===== src/rtl/mac_width_fifo.sv =====
// Purpose: single-clock FWFT FIFO that converts between write and read bus widths, LS unit first.
// Latency: a write accepted at edge N is readable (data_out/data_out_valid/level) right after edge N.
// Backpressure: data_in_ready/data_out_valid come from registered level only; refused requests raise 1-cycle error pulses.
module mac_width_fifo #(
    parameter int DATA_IN_WIDTH     = 32,
    parameter int DATA_OUT_WIDTH    = 4,
    parameter int FIFO_DEPTH        = 16,
    parameter int ALMOST_FULL_LEVEL = 12
) (
    input  logic                              clock,
    input  logic                              reset_n,
    input  logic                              flush,
    input  logic [DATA_IN_WIDTH-1:0]          data_in,
    input  logic                              data_in_enable,
    output logic                              data_in_ready,
    output logic [DATA_OUT_WIDTH-1:0]         data_out,
    input  logic                              data_out_enable,
    output logic                              data_out_valid,
    output logic [$clog2(FIFO_DEPTH+1)-1:0]   level,
    output logic                              almost_full,
    output logic                              overflow,
    output logic                              underflow
);

    // Narrow unit width and how many units each side moves per transfer.
    localparam int NW = (DATA_IN_WIDTH < DATA_OUT_WIDTH) ? DATA_IN_WIDTH : DATA_OUT_WIDTH;
    localparam int RI = DATA_IN_WIDTH / NW;
    localparam int RO = DATA_OUT_WIDTH / NW;
    localparam int PW = $clog2(FIFO_DEPTH);
    localparam int LW = $clog2(FIFO_DEPTH + 1);

    logic [NW-1:0] mem_q [FIFO_DEPTH];
    logic [NW-1:0] mem_d [FIFO_DEPTH];
    logic [PW-1:0] wr_ptr_q, wr_ptr_d;
    logic [PW-1:0] rd_ptr_q, rd_ptr_d;
    logic [LW-1:0] level_q, level_d;
    logic          overflow_q, overflow_d;
    logic          underflow_q, underflow_d;

    logic          wr_acc;
    logic          rd_acc;

    // Flags are pure functions of the registered level; no same-cycle pop feeds ready.
    always_comb begin
        data_in_ready  = (level_q <= LW'(FIFO_DEPTH - RI));
        data_out_valid = (level_q >= LW'(RO));
        almost_full    = (level_q >= LW'(ALMOST_FULL_LEVEL));
        level          = level_q;
        overflow       = overflow_q;
        underflow      = underflow_q;
        wr_acc         = data_in_enable  && data_in_ready  && !flush;
        rd_acc         = data_out_enable && data_out_valid && !flush;
    end

    // Pointer, level and error-pulse next state; flush overrides any request.
    always_comb begin
        wr_ptr_d    = wr_ptr_q;
        rd_ptr_d    = rd_ptr_q;
        level_d     = level_q;
        overflow_d  = 1'b0;
        underflow_d = 1'b0;
        if (flush) begin
            wr_ptr_d = '0;
            rd_ptr_d = '0;
            level_d  = '0;
        end else begin
            if (wr_acc) begin
                wr_ptr_d = wr_ptr_q + PW'(RI);
            end
            if (rd_acc) begin
                rd_ptr_d = rd_ptr_q + PW'(RO);
            end
            level_d     = level_q + (wr_acc ? LW'(RI) : LW'(0)) - (rd_acc ? LW'(RO) : LW'(0));
            overflow_d  = data_in_enable  && !data_in_ready;
            underflow_d = data_out_enable && !data_out_valid;
        end
    end

    // Scatter an accepted write word into consecutive units starting at wr_ptr.
    always_comb begin
        logic [PW-1:0] wr_idx;
        wr_idx = '0;
        mem_d  = mem_q;
        if (wr_acc) begin
            for (int i = 0; i < RI; i++) begin
                wr_idx        = wr_ptr_q + PW'(i);
                mem_d[wr_idx] = data_in[i*NW +: NW];
            end
        end
    end

    // Gather RO units from rd_ptr onward; output is zero whenever a full word is not stored.
    always_comb begin
        logic [PW-1:0] rd_idx;
        rd_idx   = '0;
        data_out = '0;
        if (data_out_valid) begin
            for (int j = 0; j < RO; j++) begin
                rd_idx                = rd_ptr_q + PW'(j);
                data_out[j*NW +: NW]  = mem_q[rd_idx];
            end
        end
    end

    // Control state with asynchronous reset.
    always_ff @(posedge clock or negedge reset_n) begin
        if (!reset_n) begin
            wr_ptr_q    <= '0;
            rd_ptr_q    <= '0;
            level_q     <= '0;
            overflow_q  <= 1'b0;
            underflow_q <= 1'b0;
        end else begin
            wr_ptr_q    <= wr_ptr_d;
            rd_ptr_q    <= rd_ptr_d;
            level_q     <= level_d;
            overflow_q  <= overflow_d;
            underflow_q <= underflow_d;
        end
    end

    // Storage array carries no reset; stale contents are masked by level.
    always_ff @(posedge clock) begin
        mem_q <= mem_d;
    end

endmodule


===== config.mk =====
export PLATFORM = sky130hd
export DESIGN_NAME = mac_width_fifo
export DESIGN_NICKNAME = d
export VERILOG_FILES = /design/src/rtl/mac_width_fifo.sv
export SDC_FILE = /design/constraint.sdc
export NUM_CORES = 1
export LEC_CHECK = 0
export CAP_MARGIN = 10
export CORE_MARGIN = 1.5
export CORE_UTILIZATION = 55
export CTS_BUF_LIST = sky130_fd_sc_hd__clkbuf_8
export CTS_CLUSTER_DIAMETER = 100
export DETAILED_ROUTE_END_ITERATION = 10
export PLACE_DENSITY_LB_ADDON = 0.3
export SLEW_MARGIN = 20
export SYNTH_ARGS = -nofsm -noshare
export SYNTH_HDL_FRONTEND = slang
export SYNTH_SLANG_ARGS = --single-unit

===== constraint.sdc =====
create_clock -name clock -period 3.39 [get_ports clock]
set_input_delay 0.339 -clock clock [delete_from_list [all_inputs] [get_ports clock]]
set_output_delay 0.339 -clock clock [all_outputs]
set_load 0.01 [all_outputs]

==> After elaboration in Yosys (flattened, before gate mapping) <==
Cells that the tools add are included.
{ "totals": {"register_bits": 79, "inputBits": 37, "out_inout_bits": 14, "wordCells": 117} }
{ "op_classes": {"addsub": 11, "order_cmp": 20, "mux": 37, "bitwise_logic": 9, "n_reduce_logical": 19} }
{ "op_table": {"columns": ["cell", "count"], "rows": [
  ["bitwise mux 64 bit", 8],
  ["demux 4 bit (select 4 bit)", 8],
  ["two-way mux 4 bit", 16],
  ["greater-or-equal comparator 5 bit, second input constant", 9],
  ["inverter 4 -> 5 bit", 9],
  ["< comparator 5 x 1 -> 1 bit, second input constant", 8],
  ["adder 4 x 3 -> 4 bit, second input constant", 4],
  ["binary-select mux 4 bit (select 4 bit)", 1],
  ["logical AND 1 bit", 14],
  ["adder 4 x 1 -> 4 bit, second input constant", 2],
  ["adder 4 x 2 -> 4 bit, second input constant", 2],
  ["adder 5 x 4 -> 5 bit", 1],
  ["greater-or-equal comparator 5 x 1 -> 1 bit, second input constant", 1],
  ["greater-or-equal comparator 5 x 4 -> 1 bit, second input constant", 1],
  ["less-or-equal comparator 5 x 4 -> 1 bit, second input constant", 1],
  ["two-way mux 5 bit", 1],
  ["subtractor 5 x 1 -> 5 bit", 1],
  ["adder 4 bit, second input constant", 1],
  ["nonzero test 2 bit", 2],
  ["logical NOT 1 bit", 3],
  ["two-way mux 1 bit", 3]
]} }

==> Depth between registers and ports, before layout <==
Gate-level depths: netlist (run 1).
{ "depth": {"depth_word": 13, "depth_mapped": 13, "mapped_depth_nobuf": 12} }

==> Least setup slack after synthesis (run 1) <==
OpenSTA, ideal clock, no wires.
{ "synth_path": {"path_kind": "register -> register", "from": "reg level_q[2], in the netlist level[2]", "to": "reg level_q[2], in the netlist level[2]", "setup_time_ns": 0.118, "t_arrival_ns": 2.307, "required_ns": 3.272, "path_slack_ns": 0.965, "path_stages_with_launch": 12, "n_path_buf": 1, "synth_period_minus_slack_ns": 2.425, "path_cell_list": "dfrtp_1 inv_1 ha_1 or4b_1 buf_6 nand2_2 nor2_1 ha_1 inv_1 ha_1 fa_1 nor2b_1"} }
{ "synth_via": {"elab_chain_len": 6, "word_cells_on_any_way": 7, "classes_between": "2 x add/sub; 1 x order compare; 2 x mux; 2 x reduce/logical"} }
{ "synth_lines": {"columns": ["element", "line", "rtl"], "rows": [
  ["start, declared", "36", "logic [LW-1:0] level_q, level_d;"],
  ["start signal, assigned", "116", "level_q <= level_d;"],
  ["greater-or-equal comparator 5 x 1 -> 1 bit", "46", "data_out_valid = (level_q >= LW'(RO));"],
  ["net data_out_valid", "18", "output logic data_out_valid,"],
  ["logical AND 1 bit (2 in a row)", "52", "rd_acc = data_out_enable && data_out_valid && !flush;"],
  ["two-way mux 1 bit", "73", "level_d = level_q + (wr_acc ? LW'(RI) : LW'(0)) - (rd_acc ? LW'(RO) : LW'(0));"],
  ["subtractor 5 x 1 -> 5 bit", "73", null],
  ["two-way mux 5 bit", "62", "if (flush) begin"],
  ["net level_d[2]", "36", null]
]} }
The timed path passes the listed nets, and every way through them passes these cells.
A chain may end at the register's enable or synchronous reset.

==> Worst setup path after layout (run 1) <==
{ "layout_path": {"from": "reg level_q[1], in the netlist level[1]", "to": "out data_out[0]"} }
{ "layout_via": {"elab_chain_len": 2} }
{ "layout_lines": {"columns": ["element", "line", "rtl"], "rows": [
  ["greater-or-equal comparator 5 x 1 -> 1 bit", "46", null],
  ["two-way mux 4 bit", "97", "if (data_out_valid) begin"],
  ["end, declared", "16", "output logic [DATA_OUT_WIDTH-1:0] data_out,"]
]} }
No other way between the ends.

==> flow_summary.yaml, run 1 <==
outcome:
  outcome: "completed"
sta:
  max_slew_margin_pct: 41.0
  fmax_mhz: 330
  tightest_slew_ns: 0.886
  hold_viol_final: 0
  slew_viol_final: 0
  finalClockSkew_ns: 0.00488
  post-route-min-period_ns: 3.03
  fin_crit_sh_pct: 89.3
  rsz0062_at_grt: "no"
  final.setup.tns_ns: 0
  setup_viol: 0
power_and_ir_drop:
  peakVddDrop_v: 0.000416
  powerDensity_nw_per_um2: 668
  p_leak_nw: 1.55
  total_power_mw: 2.91
clock_network:
  clock_sinks: 76
  cts_hold_buf: 0
  path_clk_slew_ns: 0.08
  clockRootBuffer: "clkbuf_8"
  cts_tree: "built"
  numCtsBuffers: 9
  htree_levels: 3
  clk_latency_ns: 0.34
  clk_path_buf_depth: 2
  cts.repair.resized: 0
  cts_setup_buffers: 0
yosys:
  yosys.cell_types.count: 36
  synth.top_cell.area_share_pct: 53.2
  yosys.area.top_type: "edfxtp_1"
  yosysMostFrequentCell: "edfxtp_1"
  yosysSeqAreaShare_pct: 61.5
  yosys-top-cells-count: "edfxtp_1 (64), nor2b_1 (39), and2_1 (33), nor2_1 (15)"
  async_flop_share_pct: 15.8
  syn_area_per_cell_um2: 14.1
  synth_edf_count: 64
  syn_inst: 256
  ys_ff_latch: 76
  synthTopCellsByArea: "edfxtp_1 (53%), dfrtp_1 (8.3%), mux4_2 (7.5%)"
  ys_warn_count: 0
  syn-num-nets: 301
  synthFlopType: "edfxtp_1"
  syn-cell-area_um2: 3610
die:
  dieArea_um2: 7060
  die_width_um: 84.0
  core_um2: 6350
  fp-row-count: 29
  initial_core_util_pct: 56.9
  die_y_um: 84.0
  pin_count: 51
grt:
  track_usage_pct: 21.6
  grt_pass1_vias: 2194
  antenna_found_initial: 0
  overflow: 0
  grt_first_pass_wirelength_mm: 11.3
  grt_max_degree: 39
setup_path:
  startpoint_type: "register"
  reg2reg_from: "level[1]"
  reg2regPathDepth: 9
  crit_type: "reg -> out"
  reg2reg_slack_ns: 0.74
  r2r_end: "level[4]"
  end_kind: "output pin"
  critPathMaxFanout: 9
  arrival_ns: 2.69
  required_ns: 3.05
cells_and_area:
  final_core_util_pct: 68.6
  area_growth_pct: 20.6
  design_area_um2: 4360
  drive_above_1_share_pct: 11.8
  nets: 355
  fill_cells: 456
  antennaDiodeCount: 0
placed_design:
  place_hpwl_mm: 5.13
  dpl_cell_area_um2: 4180
  place.gp.congestion: 0.814
  numPortBuffers: 50
min_path:
  hold_path_class: "in -> async"
drt:
  drcViolationCount: 0
  routed-via-count: 2111
  drt_iter0_markers: 129
  wl_per_cell_um: 17.7
  vias_per_cell: 5.40
  wl_mm: 6.94
  ant_nets: 0
  first_pass_iters: 4
job:
  max-cap-violations: 0
==> cell families (layout without fill, tap and decap cells) <==
| logic type | Yosys count | in the layout | synth area share, % |
|---|---|---|---|
| buf+inv | 24 | 82 | 3.50 |
| flops | 76 | 76 | 61.5 |
| mux | 24 | 24 | 10.8 |
| compound gates | 15 | 15 | 2.98 |
| simple gates | 103 | 103 | 16.7 |
| xor+xnor | 6 | 6 | 1.46 |
| fa+ha+maj | 8 | 8 | 2.98 |
==> layout make-up <==
| class | count | area (um2) | area share, % |
|---|---|---|---|
| flip-flops and latches | 76 | 2220 | 51.0 |
| clock buffers | 9 | 124 | 2.84 |
| multi-input cells | 156 | 1260 | 29.0 |
| clock inverters | 6 | 56.3 | 1.29 |
| inverters | 9 | 33.8 | 0.776 |
| well taps | 77 | 96.3 | 2.21 |
| repair buffers | 58 | 561 | 12.9 |
==> power breakdown <==
group          internal [mW]  switching [mW]  total, mW
clock                  0.330           0.319      0.649
sequential              1.19           0.131       1.32
combinational          0.499           0.442      0.941
==> stage by stage <==
| stage | cells | setup slack, ns | hold slack, ns |
|---|---|---|---|
| 3_5_place_dp | 376 | 0.730 | 0.597 |
| 6_report | 391 | 0.362 | 0.357 |
| 2_1_floorplan | 256 | 0.965 | 0.0434 |
| 3_3_place_gp | 376 | 0.756 | 0.568 |
| 4_1_cts | 391 | 0.349 | 0.362 |
| 5_1_grt | 391 | 0.182 | 0.398 |
==> worst max-delay path, cell delays in order (launching register included) <==
cell and delay, ns:
dfrtp_1 0.44, inv_1 0.09, ha_1 0.19, or4b_1 0.35
nand2b_2 0.17, a311o_1 0.35, o22ai_1 0.20, clkdlybuf4s50_1 0.57
==> state kept, by name (all words and copies together) (netlist names) <==
register,count
level,5
mem_q,64
overflow,1
rd_ptr_q,4
underflow,1
wr_ptr_q,1
==> cell usage in the layout, fill, tap and decap left out, types with 2 or more instances in the layout <==
cell	netlist	layout
nor2_1	15	15
clkinv_2	0	2
nor2b_1	39	39
buf_4	1	8
xnor2_1	2	2
a2111oi_0	2	2
nand3_1	6	6
and2_1	33	33
nor3b_1	2	2
edfxtp_1	64	64
inv_1	8	8
clkbuf_8	0	9
ha_1	7	7
xor2_1	4	4
dfrtp_1	12	12
nand2_1	2	2
clkdlybuf4s50_1	0	50
o21ai_0	2	2
mux4_2	12	12
mux2i_1	12	12
clkinv_1	0	2
o22ai_1	4	4
==> how the worst max path moves through the flow <==
stage / end / start / slack, ns
after floorplan: level[2] / level[2] / 0.96
after global placement: data_out[0] / level[1] / 0.76
after detailed placement: data_out[0] / level[1] / 0.73
after CTS: data_out[0] / level[1] / 0.35
after global routing: data_out[0] / level[1] / 0.18
final: data_out[0] / level[1] / 0.36
==> layer usage <==
metal	part of all wire [%]	routed length, um	vias to the layer above	global-route usage [%]
met5	0	0	-	0
met4	3.4	233	0	11.3
met3	3.4	236	18	4.06
met2	51	3540	43	35.9
met1	42	2930	1031	26.9
li1	-	-	1019	-
Power figures use the tool's default switching activity.
==> run 2, diff against run 1 <==
--- a/config.mk
+++ b/config.mk
@@ -6,8 +6,9 @@
 export NUM_CORES = 1
 export LEC_CHECK = 0
 export CAP_MARGIN = 10
+export CORE_ASPECT_RATIO = 1.1
 export CORE_MARGIN = 1.5
-export CORE_UTILIZATION = 55
+export CORE_UTILIZATION = 51
 export CTS_BUF_LIST = sky130_fd_sc_hd__clkbuf_8
 export CTS_CLUSTER_DIAMETER = 100
 export DETAILED_ROUTE_END_ITERATION = 10
==> constraint.sdc (replaced) <==
create_clock -name clock -period 2.6 [get_ports clock]
set_input_delay 0.26 -clock clock [delete_from_list [all_inputs] [get_ports clock]]
set_output_delay 0.26 -clock clock [all_outputs]
set_load 0.01 [all_outputs]
==> run 2 against run 1 <==
Effect of this change: sequential share of layout area down 1.2 points; cell count is 3.8% higher; count of clock-buffer cells in the layout stayed put; utilization shrank 2.1 points; clock skew up 0.0019 ns; die area is 7.6% higher; non-clock buffer count rose by 9; global-route usage shrank 1.7 points; clock power increased by 29%; total power up 34%; critical path type unchanged; critical endpoint is now data_out[3]; largest cell class unchanged.
==> flow_summary.yaml, run 2 (synthesized netlist as in run 1, its figures left out) <==
outcome:
  outcome: "completed"
cells_and_area:
  mostFrequentLayoutCell: "edfxtp_1"
  nets: 364
  drive_above_1_share_pct: 14.5
  antennaDiodeCount: 0
  area_growth_pct: 23.6
  final_cell_mix: "edfxtp_1 (64), clkdlybuf4s50_1 (47), nor2b_1 (39)"
  largest_register_ffs: 64
  regMostFlops: "mem_q"
die:
  fp-row-count: 31
  die_width_um: 83.2
  pin_count: 51
  dieArea_um2: 7590
  die_y_um: 91.3
  initial_core_util_pct: 53.8
  core_um2: 6710
clock_network:
  path_clk_slew_ns: 0.08
  clock_sinks: 76
  clockRootBuffer: "clkbuf_8"
  clk_latency_ns: 0.34
  numCtsBuffers: 9
  cts_hold_buf: 0
  clk_path_buf_depth: 2
  htree_levels: 3
  cts_tree: "built"
sta:
  tightest_slew_ns: 0.569
  fin_crit_sh_pct: 95.1
  slew_viol_final: 0
  fmax_mhz: 404
  post-route-min-period_ns: 2.47
  setup_viol: 0
  rsz0062_at_grt: "no"
  max_slew_margin_pct: 61.9
  setup_ws_ns: 0.127
  finalClockSkew_ns: 0.00681
  final.setup.tns_ns: 0
  hold_viol_final: 0
setup_path:
  crit_type: "reg -> out"
  r2r_end: "level[4]"
  critPathMaxFanout: 6
  startpoint_type: "register"
  reg2regPathDepth: 10
  arrival_ns: 2.21
  reg2reg_from: "level[1]"
  end_kind: "output pin"
  required_ns: 2.34
  reg2reg_slack_ns: 0.24
grt:
  track_usage_pct: 19.9
  antenna_found_initial: 0
  grt_max_degree: 31
  grt_first_pass_wirelength_mm: 11.3
  overflow: 0
  grt_pass1_vias: 2314
placed_design:
  place_hpwl_mm: 4.91
  place_ws_ns: 0.179
  place.gp.congestion: 0.838
  numPortBuffers: 50
power_and_ir_drop:
  powerDensity_nw_per_um2: 873
  peakVddDrop_v: 0.000556
  p_leak_nw: 1.65
drt:
  wl_mm: 6.76
  vias_per_cell: 5.26
  ant_nets: 0
  drt_iter0_markers: 154
  wl_per_cell_um: 16.7
  first_pass_iters: 4
  routed-via-count: 2134
  drcViolationCount: 0
min_path:
  hold_path_class: "in -> async"
job:
  max-cap-violations: 0
[run 2: worst max-delay path, cell delays in order, from the launching register on]
cell and delay (ns):
dfrtp_1 0.41, inv_1 0.09, ha_1 0.13, or4b_4 0.52
nand2b_2 0.15, o22ai_1 0.10, clkdlybuf4s50_1 0.49
[run 2: layout make-up]
cell class,instances,area [um2]
Fill cell,495,2250
Sequential cell,76,2220
Multi-Input combinational cell,156,1270
Timing Repair Buffer,67,657
Clock buffer,9,124
Tap cell,82,103
Clock inverter,7,53.8
Inverter,9,33.8
[run 2: metrics by stage]
step | util (%) | power, mW | std cells | hold slack, ns | instance area, um2
final | 66.5 | 3.89 | 406 | 0.278 | 4460
after global routing | 66.5 | 4.14 | 406 | 0.308 | 4460
after CTS | 66.3 | 3.92 | 406 | 0.291 | 4450
after detailed placement | 63.5 | 3.08 | 390 | 0.612 | 4260
after global placement | 63.5 | 3.05 | 390 | 0.582 | 4260
after floorplan | - | 2.57 | 256 | -0.0356 | 3610
[run 2: repair_timing]
action,4_1_cts,5_1_grt
buffers inserted,0,0
cloned,0,0
endpoints found under the setup margin,4,3
gates resized for setup,3,6
[run 2: power breakdown]
group	total [mW]	switching (mW)	internal (mW)	leakage (nW)
registers	1.64	0.0866	1.55	0.754
clock network	0.836	0.411	0.425	0.109
logic	1.42	0.690	0.730	0.784
total	3.89	1.19	2.71	1.65
[run 2: how the worst max path moves through the flow]
| stage | startpoint | cells past startpoint | to |
|---|---|---|---|
| final | level[2] | 6 | data_out[3] |
| after global routing | rd_ptr_q[0] | 5 | data_out[3] |
| after CTS | rd_ptr_q[0] | 5 | data_out[1] |
| after detailed placement | level[2] | 10 | level[2] |
| after global placement | level[2] | 10 | level[2] |
| after floorplan | level[2] | 11 | level[2] |
[run 2: per-layer routing]
metal  track usage, %  part of all wire [%]  vias up
li1                 -                     -     1040
met1             24.5                    42     1023
met2             33.7                    51       59
met3             4.64                   4.3       12
met4             8.61                   2.8        0
met5                0                     0        -
